**src/rtl/network_pkg.sv**
```systemverilog
// -----------------------------------------------------------------------------
// network_pkg
// Shared definitions for the network sequencer slice.
//   seq_state_t : sequencer FSM state encoding
//   MAX_LAYERS  : largest supported number of chained conv layers
//   SYNC_STAGES : depth of the sample_clk synchronizer chain
//   LIDX_W      : width of the layer index register
// -----------------------------------------------------------------------------
package network_pkg;

    localparam int MAX_LAYERS  = 8;
    localparam int SYNC_STAGES = 2;
    localparam int LIDX_W      = $clog2(MAX_LAYERS);

    typedef enum logic [2:0] {
        IDLE        = 3'd0,
        SHIFT_IN    = 3'd1,
        START_LAYER = 3'd2,
        WAIT_LAYER  = 3'd3,
        SHIFT_CACHE = 3'd4,
        OUTPUT      = 3'd5
    } seq_state_t;

endpackage

```
**src/rtl/network_sequencer_tick_sync.sv**
```systemverilog
// -----------------------------------------------------------------------------
// tick_sync
// Brings the asynchronous sample-rate strobe into the clk domain and turns
// each rising edge into a registered one-cycle tick. The tick appears three
// clk edges after the strobe edge (two synchronizer stages + edge register).
// Ports:
//   clk      in  system clock
//   rst      in  synchronous active-high reset
//   async_in in  asynchronous strobe
//   tick     out one-cycle pulse per rising edge of async_in
// -----------------------------------------------------------------------------
module tick_sync
    import network_pkg::*;
(
    input  logic clk,
    input  logic rst,
    input  logic async_in,
    output logic tick
);

    logic [SYNC_STAGES-1:0] sync_q;
    logic [SYNC_STAGES-1:0] sync_d;
    logic                   prev_q;
    logic                   prev_d;
    logic                   tick_q;
    logic                   tick_d;

    // Shift the strobe through the synchronizer and detect its rising edge
    always_comb begin
        sync_d = {sync_q[SYNC_STAGES-2:0], async_in};
        prev_d = sync_q[SYNC_STAGES-1];
        tick_d = sync_q[SYNC_STAGES-1] & ~prev_q;
    end

    // Synchronizer, edge history and tick registers
    always_ff @(posedge clk) begin
        if (rst) begin
            sync_q <= {SYNC_STAGES{1'b0}};
            prev_q <= 1'b0;
            tick_q <= 1'b0;
        end else begin
            sync_q <= sync_d;
            prev_q <= prev_d;
            tick_q <= tick_d;
        end
    end

    assign tick = tick_q;

endmodule

```
**src/rtl/network_sequencer.sv**
```systemverilog
// -----------------------------------------------------------------------------
// network_sequencer
// Steps a chain of conv layers once per sample tick: shift the input buffers,
// start each layer in turn, wait for its done, clock the activation cache
// between layers, then latch the last layer's sample.
// Optional feature macro: SEQ_TIMEOUT_EN (per-layer watchdog, sticky error).
// Ports:
//   clk, rst     clock and synchronous active-high reset
//   sample_clk   asynchronous sample-rate strobe
//   lsb_shift    pulse clocking the input shift buffers
//   conv_start   one-hot pulse starting conv k
//   conv_done    done strobes from the convs
//   cache_shift  one-hot pulse clocking activation cache k
//   final_in     signed sample from the last conv
//   sample_out   registered network output, out_valid pulses on update
//   busy         high while a pass is in flight
//   overrun_cnt  saturating count of ticks dropped while busy
//   pass_cycles  saturating length of the last completed pass
//   error        sticky watchdog flag (0 without SEQ_TIMEOUT_EN)
// All control outputs are registered from the current state, so they appear
// one cycle after the state that produces them.
// -----------------------------------------------------------------------------
module network_sequencer
    import network_pkg::*;
#(
    parameter int W          = 16,
    parameter int NUM_LAYERS = 3,
    parameter int CNT_W      = 16,
    parameter int TIMEOUT    = 1024
) (
    input  logic                  clk,
    input  logic                  rst,
    input  logic                  sample_clk,
    output logic                  lsb_shift,
    output logic [NUM_LAYERS-1:0] conv_start,
    input  logic [NUM_LAYERS-1:0] conv_done,
    output logic [NUM_LAYERS-2:0] cache_shift,
    input  logic signed [W-1:0]   final_in,
    output logic signed [W-1:0]   sample_out,
    output logic                  out_valid,
    output logic                  busy,
    output logic [CNT_W-1:0]      overrun_cnt,
    output logic [CNT_W-1:0]      pass_cycles,
    output logic                  error
);

    localparam int NC = NUM_LAYERS - 1;
    localparam logic [LIDX_W-1:0]     LIDX_ZERO  = {LIDX_W{1'b0}};
    localparam logic [LIDX_W-1:0]     LIDX_ONE   = LIDX_W'(1);
    localparam logic [LIDX_W-1:0]     LAST_LIDX  = LIDX_W'(NUM_LAYERS - 1);
    localparam logic [NUM_LAYERS-1:0] START_ONE  = NUM_LAYERS'(1);
    localparam logic [NUM_LAYERS-1:0] START_ZERO = {NUM_LAYERS{1'b0}};
    localparam logic [NC-1:0]         CACHE_ONE  = NC'(1);
    localparam logic [NC-1:0]         CACHE_ZERO = {NC{1'b0}};
    localparam logic [CNT_W-1:0]      CNT_ZERO   = {CNT_W{1'b0}};
    localparam logic [CNT_W-1:0]      CNT_ONE    = CNT_W'(1);
    localparam logic [CNT_W-1:0]      CNT_MAX    = {CNT_W{1'b1}};

    seq_state_t              state_q, state_d;
    logic [LIDX_W-1:0]       lidx_q, lidx_d;
    logic                    lsb_shift_q, lsb_shift_d;
    logic [NUM_LAYERS-1:0]   conv_start_q, conv_start_d;
    logic [NC-1:0]           cache_shift_q, cache_shift_d;
    logic signed [W-1:0]     sample_out_q, sample_out_d;
    logic                    out_valid_q, out_valid_d;
    logic                    busy_q, busy_d;
    logic [CNT_W-1:0]        overrun_q, overrun_d;
    logic [CNT_W-1:0]        cyc_q, cyc_d;
    logic [CNT_W-1:0]        pass_q, pass_d;
    logic                    tick_s;
    logic                    done_sel_s;
    logic                    wdog_expire_s;

    tick_sync u_tick_sync (
        .clk      (clk),
        .rst      (rst),
        .async_in (sample_clk),
        .tick     (tick_s)
    );

    // Only the done bit of the layer currently being waited on matters
    assign done_sel_s = |(conv_done & (START_ONE << lidx_q));

`ifdef SEQ_TIMEOUT_EN
    localparam int WD_W = (TIMEOUT > 1) ? $clog2(TIMEOUT) : 1;
    localparam logic [WD_W-1:0] WD_ZERO = {WD_W{1'b0}};
    localparam logic [WD_W-1:0] WD_ONE  = WD_W'(1);
    localparam logic [WD_W-1:0] WD_LAST = WD_W'(TIMEOUT - 1);

    logic [WD_W-1:0] wdog_q, wdog_d;
    logic            error_q, error_d;

    // Expiry on the last allowed wait cycle; a done in that cycle still wins
    assign wdog_expire_s = (state_q == WAIT_LAYER) && !done_sel_s && (wdog_q == WD_LAST);

    // Watchdog counts wait cycles of the current layer; error is sticky
    always_comb begin
        if (state_q == START_LAYER) begin
            wdog_d = WD_ZERO;
        end else if ((state_q == WAIT_LAYER) && !done_sel_s) begin
            wdog_d = wdog_q + WD_ONE;
        end else begin
            wdog_d = wdog_q;
        end
        if (wdog_expire_s) begin
            error_d = 1'b1;
        end else begin
            error_d = error_q;
        end
    end

    // Watchdog registers
    always_ff @(posedge clk) begin
        if (rst) begin
            wdog_q  <= WD_ZERO;
            error_q <= 1'b0;
        end else begin
            wdog_q  <= wdog_d;
            error_q <= error_d;
        end
    end

    assign error = error_q;
`else
    assign wdog_expire_s = 1'b0;
    assign error         = 1'b0;
`endif

    // Next-state and layer index
    always_comb begin
        state_d = state_q;
        lidx_d  = lidx_q;
        case (state_q)
            IDLE: begin
                if (tick_s) begin
                    state_d = SHIFT_IN;
                end else begin
                    state_d = IDLE;
                end
            end
            SHIFT_IN: begin
                state_d = START_LAYER;
                lidx_d  = LIDX_ZERO;
            end
            START_LAYER: begin
                state_d = WAIT_LAYER;
            end
            WAIT_LAYER: begin
                if (done_sel_s) begin
                    if (lidx_q == LAST_LIDX) begin
                        state_d = OUTPUT;
                    end else begin
                        state_d = SHIFT_CACHE;
                    end
                end else if (wdog_expire_s) begin
                    state_d = IDLE;
                    lidx_d  = LIDX_ZERO;
                end else begin
                    state_d = WAIT_LAYER;
                end
            end
            SHIFT_CACHE: begin
                state_d = START_LAYER;
                lidx_d  = lidx_q + LIDX_ONE;
            end
            OUTPUT: begin
                state_d = IDLE;
                lidx_d  = LIDX_ZERO;
            end
            default: begin
                state_d = IDLE;
                lidx_d  = LIDX_ZERO;
            end
        endcase
    end

    // Output pulses, sample latch and statistics counters
    always_comb begin
        lsb_shift_d = (state_q == SHIFT_IN);
        out_valid_d = (state_q == OUTPUT);
        busy_d      = (state_d != IDLE);
        if (state_q == START_LAYER) begin
            conv_start_d = START_ONE << lidx_q;
        end else begin
            conv_start_d = START_ZERO;
        end
        if (state_q == SHIFT_CACHE) begin
            cache_shift_d = CACHE_ONE << lidx_q;
        end else begin
            cache_shift_d = CACHE_ZERO;
        end
        // cyc_q is 1 in SHIFT_IN; the recorded length also covers the
        // out_valid cycle that follows OUTPUT
        if (state_q == IDLE) begin
            cyc_d = CNT_ONE;
        end else if (cyc_q == CNT_MAX) begin
            cyc_d = cyc_q;
        end else begin
            cyc_d = cyc_q + CNT_ONE;
        end
        if (state_q == OUTPUT) begin
            sample_out_d = final_in;
            pass_d       = (cyc_q == CNT_MAX) ? CNT_MAX : cyc_q + CNT_ONE;
        end else begin
            sample_out_d = sample_out_q;
            pass_d       = pass_q;
        end
        if (tick_s && (state_q != IDLE) && (overrun_q != CNT_MAX)) begin
            overrun_d = overrun_q + CNT_ONE;
        end else begin
            overrun_d = overrun_q;
        end
    end

    // State, index and output registers
    always_ff @(posedge clk) begin
        if (rst) begin
            state_q       <= IDLE;
            lidx_q        <= LIDX_ZERO;
            lsb_shift_q   <= 1'b0;
            conv_start_q  <= START_ZERO;
            cache_shift_q <= CACHE_ZERO;
            sample_out_q  <= {W{1'b0}};
            out_valid_q   <= 1'b0;
            busy_q        <= 1'b0;
            overrun_q     <= CNT_ZERO;
            cyc_q         <= CNT_ZERO;
            pass_q        <= CNT_ZERO;
        end else begin
            state_q       <= state_d;
            lidx_q        <= lidx_d;
            lsb_shift_q   <= lsb_shift_d;
            conv_start_q  <= conv_start_d;
            cache_shift_q <= cache_shift_d;
            sample_out_q  <= sample_out_d;
            out_valid_q   <= out_valid_d;
            busy_q        <= busy_d;
            overrun_q     <= overrun_d;
            cyc_q         <= cyc_d;
            pass_q        <= pass_d;
        end
    end

    assign lsb_shift   = lsb_shift_q;
    assign conv_start  = conv_start_q;
    assign cache_shift = cache_shift_q;
    assign sample_out  = sample_out_q;
    assign out_valid   = out_valid_q;
    assign busy        = busy_q;
    assign overrun_cnt = overrun_q;
    assign pass_cycles = pass_q;

endmodule

```
**config.mk**
```make
export PLATFORM = sky130hd
export DESIGN_NAME = network_sequencer
export DESIGN_NICKNAME = d
export VERILOG_FILES = /design/src/rtl/network_pkg.sv /design/src/rtl/network_sequencer_tick_sync.sv /design/src/rtl/network_sequencer.sv
export SDC_FILE = /design/constraint.sdc
export NUM_CORES = 1
export LEC_CHECK = 0
export ABC_AREA = 1
export CORE_MARGIN = 8
export CORE_UTILIZATION = 51
export DETAILED_ROUTE_END_ITERATION = 10
export GPL_TIMING_DRIVEN = 0
export HOLD_SLACK_MARGIN = 0.12
export PLACE_DENSITY = 0.8
export SLEW_MARGIN = 5
export SYNTH_ARGS = -nofsm -noshare
export SYNTH_HDL_FRONTEND = slang
export SYNTH_SLANG_ARGS = --single-unit
```
**constraint.sdc**
```tcl
create_clock -name clk -period 1.85 [get_ports clk]
set_input_delay 0.37 -clock clk [delete_from_list [all_inputs] [get_ports clk]]
set_output_delay 0.37 -clock clk [all_outputs]
set_load 0.01 [all_outputs]
```
==> run summary, run 1 <==
maximum ir drop on the vdd rail - 0.404 mV
Detailed Route Iter0 Violations - 169
aggregate global-route resource usage - 18.9%
Total Die Area - 0.0102 mm²
largest fanout of any net on the critical path - 7
Detailed Routing Iterations Pass 1 - 5
start-to-end type of the worst setup path - reg2out
CTS tree - yes
area of the mapped netlist - 0.00367 mm²
share of final-layout standard cells stronger than drive strength 1 - 6.51%
count of unresolved DRC violations after routing - 0
cells along the critical path - clkdlybuf4s50_1
Post-Synth Adder-Cell Area - 2.05%
leading cell type in the layout, fill and taps excluded - sky130_fd_sc_hd__nand2_1
slowest stage cell, crit path - sky130_fd_sc_hd__clkdlybuf4s50_1
most used flip-flop cell after synthesis - sky130_fd_sc_hd__dfxtp_1
cell total after placement - 684
Crit. End Element - output pin
aggregate negative setup slack - 0 ns
Syn-to-layout area delta - 29.9%
static power due to leakage - 1.89 nW
starting density of the core - 51.6%
Worst-Skew Late Latency - 0.35 ns
dominant combinational cell family by area after synthesis - simple AND/OR/NAND/NOR gates
clock-pin slew on the worst setup and hold paths - 0.08 ns
num rows - 31
number of buffer cells added on primary ports - 76
Worst slew margin - 64.9%
part of the total power dissipated in sequential elements - 53.8%
number of CTS-inserted buffers - 9
wire length per cell - 13.5 µm
worst hold-check path type - reg2reg
portion of the post-synthesis area used by sequential elements - 44.8%
aggregate routed wire length - 9430 µm
multiplexer share of the synthesized area - 0%
count of nets after finishing - 624
final weighted congestion of routability-driven global placement - 0.898
part of the power in combinational logic - 4.2%
Multi-input gate area - 0.00173 mm²
capturing point of the worst reg2reg path - overrun_cnt[3]$_SDFFE_PP0P_
number of cells produced by synthesis - 509
half-perimeter wire length after detailed placement - 6970 µm
startpoint of the worst hold path - u_tick_sync.sync_q[0]$_SDFF_PP0_
top achievable clock speed - 0.556 GHz
largest net degree at the start of global routing - 13
Setup Fix Bufs, Post-CTS - 0
highest cell delay on the worst timing path - 0.60 ns
die height - 101 µm
count of filler cells inserted in the layout - 618
transition at the pin with the smallest max-transition slack - 0.525 ns
Cell Pwr Density - 697 mW/mm²
shortest clock period the worst path allows after layout - 1.80 ns
sequential standard cell area - 0.00164 mm²
register-to-register setup slack - 0.14 ns
antenna violations before repair - 0
RSZ-0062 raised after global routing - no
Worst Path Buf+Inv - 1
Max Buffers Root-to-Sink - 2
clock network fraction of design power - 42.0%
Mapped Nets - 537
post-synthesis async set-or-reset flop share - 0%
root cell of the clock tree - sky130_fd_sc_hd__clkbuf_8
final std cells w/o fill - 698
total of endpoints with negative setup slack in the final report - 0
cell-internal power - 2.62 mW
depth of the CTS H-tree - 3
Congestion Overflow GR - 0
Synthesis Warnings - 0
Total Power Consumption - 3.32 mW
post-route antenna net violation count - 0
Final Cycle Share - 97.3%
arrival time of the worst setup path - 1.43 ns
hold_buf cts - 0
cell depth of the worst flop-to-flop path - 9
first-pass GRT wire length - 15500 µm
total number of cells along the worst setup path - 1
Reg-to-Reg Start - overrun_cnt[1]$_SDFFE_PP0P_
result of the run - finished clean
sw frac - 21.0%
total count of hold-check failures in the final report - 0
number of enable-type register cells in the synthesized netlist - 0
top-level I/O count - 79
routed via count divided by cell count - 5.07
area of the core - 0.00710 mm²
worst hold stages - 2
synthesized area divided by synthesized cell count - 7.20 µm²
Antenna Cells - 0
most frequent cells in the layout - sky130_fd_sc_hd__nand2_1, sky130_fd_sc_hd__nor2_1, sky130_fd_sc_hd__dfxtp_1
clock skew - 0.00750 ns
count of vias placed by the detailed router - 3538
Sw Pwr - 696 µW
Post-Synth XOR/XNOR Area - 3.11%
CP Launch Type - flip-flop
Final Max Tran Viols - 0
horizontal die dimension - 101 µm
share of the synthesized area in compound gates (AO/OA/AOI/OAI) - 11.3%
number of library cell types mapped by synthesis - 33
data required time of the worst path - 1.48 ns
CP delay by family, top - buffers and inverters
WHS Endpoint - u_tick_sync.sync_q[1]$_SDFF_PP0_
max-capacitance violation count - 0
Sinks on Clock Net - 82
number of global-route vias before repair - 3406
register bit count reported by yosys - 82
area share of and/or/nand/nor cells after synthesis - 30.5%
[layout make-up]
class | count | share of cell area, %
buffer | 17 | 1.87
clock buffer | 11 | 2.97
clock inverter | 3 | 1.37
inverter | 56 | 4.42
multi-input combinational | 354 | 36.3
sequential | 82 | 34.5
tap | 99 | 2.60
timing repair buffer | 76 | 16.0
[power by group through the flow]
stage	registers, mW	clock network, mW	logic (mW)
2_1_floorplan	1.82	0	0.0641
3_5_place_dp	1.82	0	0.139
5_1_grt	1.78	1.50	0.154
3_3_place_gp	1.82	0	0.135
4_1_cts	1.78	1.42	0.141
6_report	1.78	1.39	0.141
[logic make-up (layout without fill, tap and decap cells)]
family          Yosys count  in the layout
flops                    82             82
compound gates           73             73
other cells               1              1
xor+xnor                 13             13
simple gates            261            261
buf+inv                  73            163
fa+ha+maj                 6              6
[registers in the layout, summed over array words and instances (netlist names)]
register / flops
sample_out: 16
cache_shift: 2
lidx_q: 3
out_valid: 1
overrun_cnt: 16
state_q: 3
conv_start: 3
u_tick_sync.prev_q: 1
cyc_q: 16
u_tick_sync.tick: 1
pass_cycles: 16
busy: 1
u_tick_sync.sync_q: 2
lsb_shift: 1
[cell usage after synthesis, drive strengths merged (2+ instances only)]
cell type	number	share of area, %
o21a	4	0.82
xnor2	6	1.4
a21oi	26	3.5
nor4	2	0.34
o211ai	6	1.2
nand4	10	1.7
o21ai	33	4.8
dfxtp	82	45
nor3	5	0.82
nand3	34	5.1
inv	56	5.7
clkbuf	10	1.1
ha	6	2.0
buf	7	1.4
nand2	111	12
nor2	98	11
xor2	7	1.7
[layer usage]
metal	vias to the layer above	wire length [µm]	part of all wire, %	GRT usage [%]
met5	-	0	0	0
met3	18	834	8.8	6.70
met1	1628	3890	41	20.3
met4	0	166	1.8	8.37
li1	1797	-	-	-
met2	95	4530	48	32.3
[worst max path at each step]
stage / slack, ns / startpoint / endpoint
floorplan: 0.30 / overrun_cnt[0]$_SDFFE_PP0P_ / overrun_cnt[10]$_SDFFE_PP0P_
global placement: 0.12 / overrun_cnt[0]$_SDFFE_PP0P_ / overrun_cnt[11]$_SDFFE_PP0P_
detailed placement: 0.06 / overrun_cnt[0]$_SDFFE_PP0P_ / overrun_cnt[3]$_SDFFE_PP0P_
CTS: 0.02 / overrun_cnt[0]$_SDFFE_PP0P_ / overrun_cnt[3]$_SDFFE_PP0P_
global route: 0.01 / overrun_cnt[2]$_SDFFE_PP0P_ / overrun_cnt[2]
finish: 0.05 / overrun_cnt[2]$_SDFFE_PP0P_ / overrun_cnt[2]
[stage by stage]
stage | utilization [%] | setup WS [ns] | area [µm²] | hold WS [ns]
2_1_floorplan | - | 0.300 | 3670 | 0.373
3_3_place_gp | 64.1 | 0.120 | 4550 | 0.380
3_5_place_dp | 64.1 | 0.0620 | 4550 | 0.392
4_1_cts | 67.0 | 0.0179 | 4760 | 0.405
5_1_grt | 67.1 | 0.0125 | 4760 | 0.413
6_report | 67.1 | 0.0508 | 4760 | 0.402
[what timing repair did]
action,CTS,global route
endpoints found under the hold margin,0,0
resized for setup,0,2
endpoints found under the setup margin,0,15
No activity file was read; power rests on OpenSTA's default activity.
==> inputs of run 2 (changes only) <==
CORE_ASPECT_RATIO = 1.1   (was default)
==> run 2 against run 1 <==
Fmax is 1.4% higher. Cell count is 1.4% lower. Largest power group unchanged. Global-route usage is 0.39 points lower. Clock skew is 0.0016 ns higher. Non-clock buffer count is 3 higher. Core utilization is 0.75 points higher. Worst setup slack better by 0.024 ns. Sequential cell count stayed put. Worst hold slack better by 0.0069 ns. Count of clock-buffer cells in the layout is 3 higher. Sequential power hardly changed. Sequential share of layout area is 0.12 points higher.
==> run summary, run 2 (synthesis results as in run 1) <==
arrival time of the worst setup path - 1.40 ns (was 1.43 ns)
part of the power in combinational logic - 4.4% (was 4.2%)
Worst-Skew Late Latency - 0.34 ns (was 0.35 ns)
number of CTS-inserted buffers - 9 (unchanged)
Final Cycle Share - 95.9% (was 97.3%)
Crit. End Element - output pin (unchanged)
aggregate routed wire length - 9280 µm (was 9430 µm)
depth of the CTS H-tree - 3 (unchanged)
count of nets after finishing - 627 (was 624)
wire length per cell - 13.5 µm (about the same)
first-pass GRT wire length - 16000 µm (was 15500 µm)
root cell of the clock tree - sky130_fd_sc_hd__clkbuf_8 (unchanged)
max-capacitance violation count - 0 (unchanged)
transition at the pin with the smallest max-transition slack - 0.568 ns (was 0.525 ns)
clock-pin slew on the worst setup and hold paths - 0.08 ns (about the same)
num rows - 32 (was 31)
post-route antenna net violation count - 0 (unchanged)
CP Launch Type - flip-flop (unchanged)
final weighted congestion of routability-driven global placement - 0.844 (was 0.898)
aggregate global-route resource usage - 18.5% (was 18.9%)
clock skew - 0.00908 ns (was 0.00750 ns)
area post-placement - 0.00453 mm² (was 0.00455 mm²)
count of unresolved DRC violations after routing - 0 (unchanged)
number of buffer cells added on primary ports - 76 (unchanged)
slowest stage cell, crit path - sky130_fd_sc_hd__clkdlybuf4s50_1 (unchanged)
Syn-to-layout area delta - 29.6% (was 29.9%)
top achievable clock speed - 0.563 GHz (was 0.556 GHz)
top-level I/O count - 79 (unchanged)
Worst Path Buf+Inv - 1 (unchanged)
result of the run - finished clean (unchanged)
most frequent cells in the layout - sky130_fd_sc_hd__nand2_1, sky130_fd_sc_hd__nor2_1, sky130_fd_sc_hd__dfxtp_1 (unchanged)
cells along the critical path - clkdlybuf4s50_1 (unchanged)
static power due to leakage - 1.89 nW (about the same)
count of vias placed by the detailed router - 3533 (was 3538)
largest net degree at the start of global routing - 13 (unchanged)
final non-filler cell area - 0.00475 mm² (was 0.00476 mm²)
die height - 105 µm (was 101 µm)
number of global-route vias before repair - 3486 (was 3406)
total count of hold-check failures in the final report - 0 (unchanged)
horizontal die dimension - 96.8 µm (was 101 µm)
Sw Pwr - 692 µW (was 696 µW)
CTS tree - yes (unchanged)
sequential standard cell area - 0.00165 mm² (was 0.00164 mm²)
Multi-input gate area - 0.00173 mm² (unchanged)
count of filler cells inserted in the layout - 628 (was 618)
Final Max Tran Viols - 0 (unchanged)
Sinks on Clock Net - 82 (unchanged)
register-to-register setup slack - 0.14 ns (about the same)
Max Buffers Root-to-Sink - 2 (unchanged)
area of the core - 0.00701 mm² (was 0.00710 mm²)
routed via count divided by cell count - 5.14 (was 5.07)
data required time of the worst path - 1.48 ns (about the same)
Total Die Area - 0.0102 mm² (about the same)
Cell Pwr Density - 665 mW/mm² (was 697 mW/mm²)
clock network fraction of design power - 39.2% (was 42.0%)
maximum ir drop on the vdd rail - 0.381 mV (was 0.404 mV)
Worst slew margin - 62.1% (was 64.9%)
Antenna Cells - 0 (unchanged)
starting density of the core - 52.3% (was 51.6%)
Detailed Routing Iterations Pass 1 - 5 (unchanged)
antenna violations before repair - 0 (unchanged)
largest fanout of any net on the critical path - 6 (was 7)
start-to-end type of the worst setup path - reg2out (unchanged)
worst hold-check path type - reg2reg (unchanged)
Total Power Consumption - 3.16 mW (was 3.32 mW)
cell-internal power - 2.47 mW (was 2.62 mW)
leading cell type in the layout, fill and taps excluded - sky130_fd_sc_hd__nand2_1 (unchanged)
highest cell delay on the worst timing path - 0.59 ns (was 0.60 ns)
part of the total power dissipated in sequential elements - 56.4% (was 53.8%)
Congestion Overflow GR - 0 (unchanged)
CP delay by family, top - buffers and inverters (unchanged)
Detailed Route Iter0 Violations - 157 (was 169)
share of final-layout standard cells stronger than drive strength 1 - 7.46% (was 6.51%)
half-perimeter wire length after detailed placement - 6910 µm (was 6970 µm)
shortest clock period the worst path allows after layout - 1.77 ns (was 1.80 ns)
total of endpoints with negative setup slack in the final report - 0 (unchanged)
sw frac - 21.9% (was 21.0%)
run 2: cell count changes in the layout (fill, tap and decap cells not counted), moves of 2 or more:
cell and change:
sky130_fd_sc_hd__buf_4 +3, sky130_fd_sc_hd__clkbuf_8 +3, sky130_fd_sc_hd__bufinv_16 -2, sky130_fd_sc_hd__dfxtp_1 -2, sky130_fd_sc_hd__dfxtp_2 +2
run 2: metrics by stage:
step / setup TNS (ns) / setup WS, ns / hold WS, ns / util (%) / std cells
after global routing: -0.0221 / -0.0130 / 0.421 / 67.8 / 688
after CTS: 0 / 0.0317 / 0.407 / 67.4 / 685
after global placement: 0 / 0.139 / 0.382 / 64.7 / 670
final: 0 / 0.0751 / 0.409 / 67.8 / 688
after detailed placement: 0 / 0.00845 / 0.395 / 64.7 / 670
after floorplan: 0 / 0.300 / 0.373 / - / 509
run 2: final timing paths:
path         depth (start not counted)                     endpoint                     startpoint
max                                  1               overrun_cnt[3]    overrun_cnt[3]$_SDFFE_PP0P_
min                                  1  u_tick_sync.tick$_SDFF_PP0_  u_tick_sync.prev_q$_SDFF_PP0_
max reg2reg                          8  overrun_cnt[3]$_SDFFE_PP0P_    overrun_cnt[1]$_SDFFE_PP0P_
min reg2reg                          1  u_tick_sync.tick$_SDFF_PP0_  u_tick_sync.prev_q$_SDFF_PP0_
run 2: power groups by stage:
stage	registers, mW	clock network, mW	logic [mW]
global placement	1.82	0	0.135
CTS	1.78	1.27	0.138
finish	1.78	1.24	0.139
floorplan	1.82	0	0.0641
detailed placement	1.82	0	0.137
global route	1.78	1.36	0.153
run 2: area by class of cell:
class / instances / share of cell area [%]
buffer: 17 / 1.87
clock buffer: 14 / 3.84
clock inverter: 1 / 0.158
inverter: 56 / 4.42
multi-input combinational: 354 / 36.4
sequential: 82 / 34.6
tap: 85 / 2.24
timing repair buffer: 79 / 16.5
run 2: per-layer routing:
| layer | global-route usage (%) | vias to the layer above | wire (µm) |
|---|---|---|---|
| li1 | - | 1802 | - |
| met1 | 20.1 | 1609 | 3870 |
| met2 | 31.3 | 101 | 4490 |
| met3 | 6.92 | 21 | 705 |
| met4 | 8.14 | 0 | 215 |
| met5 | 0 | - | 0 |
run 2: timing repair:
item                       CTS  global route
gates cloned                 0             0
buffers inserted             0             3
hold buffers                 0             0
pin swaps                    0             3
gates resized for setup      1             3
setup endpoints to repair    1            15
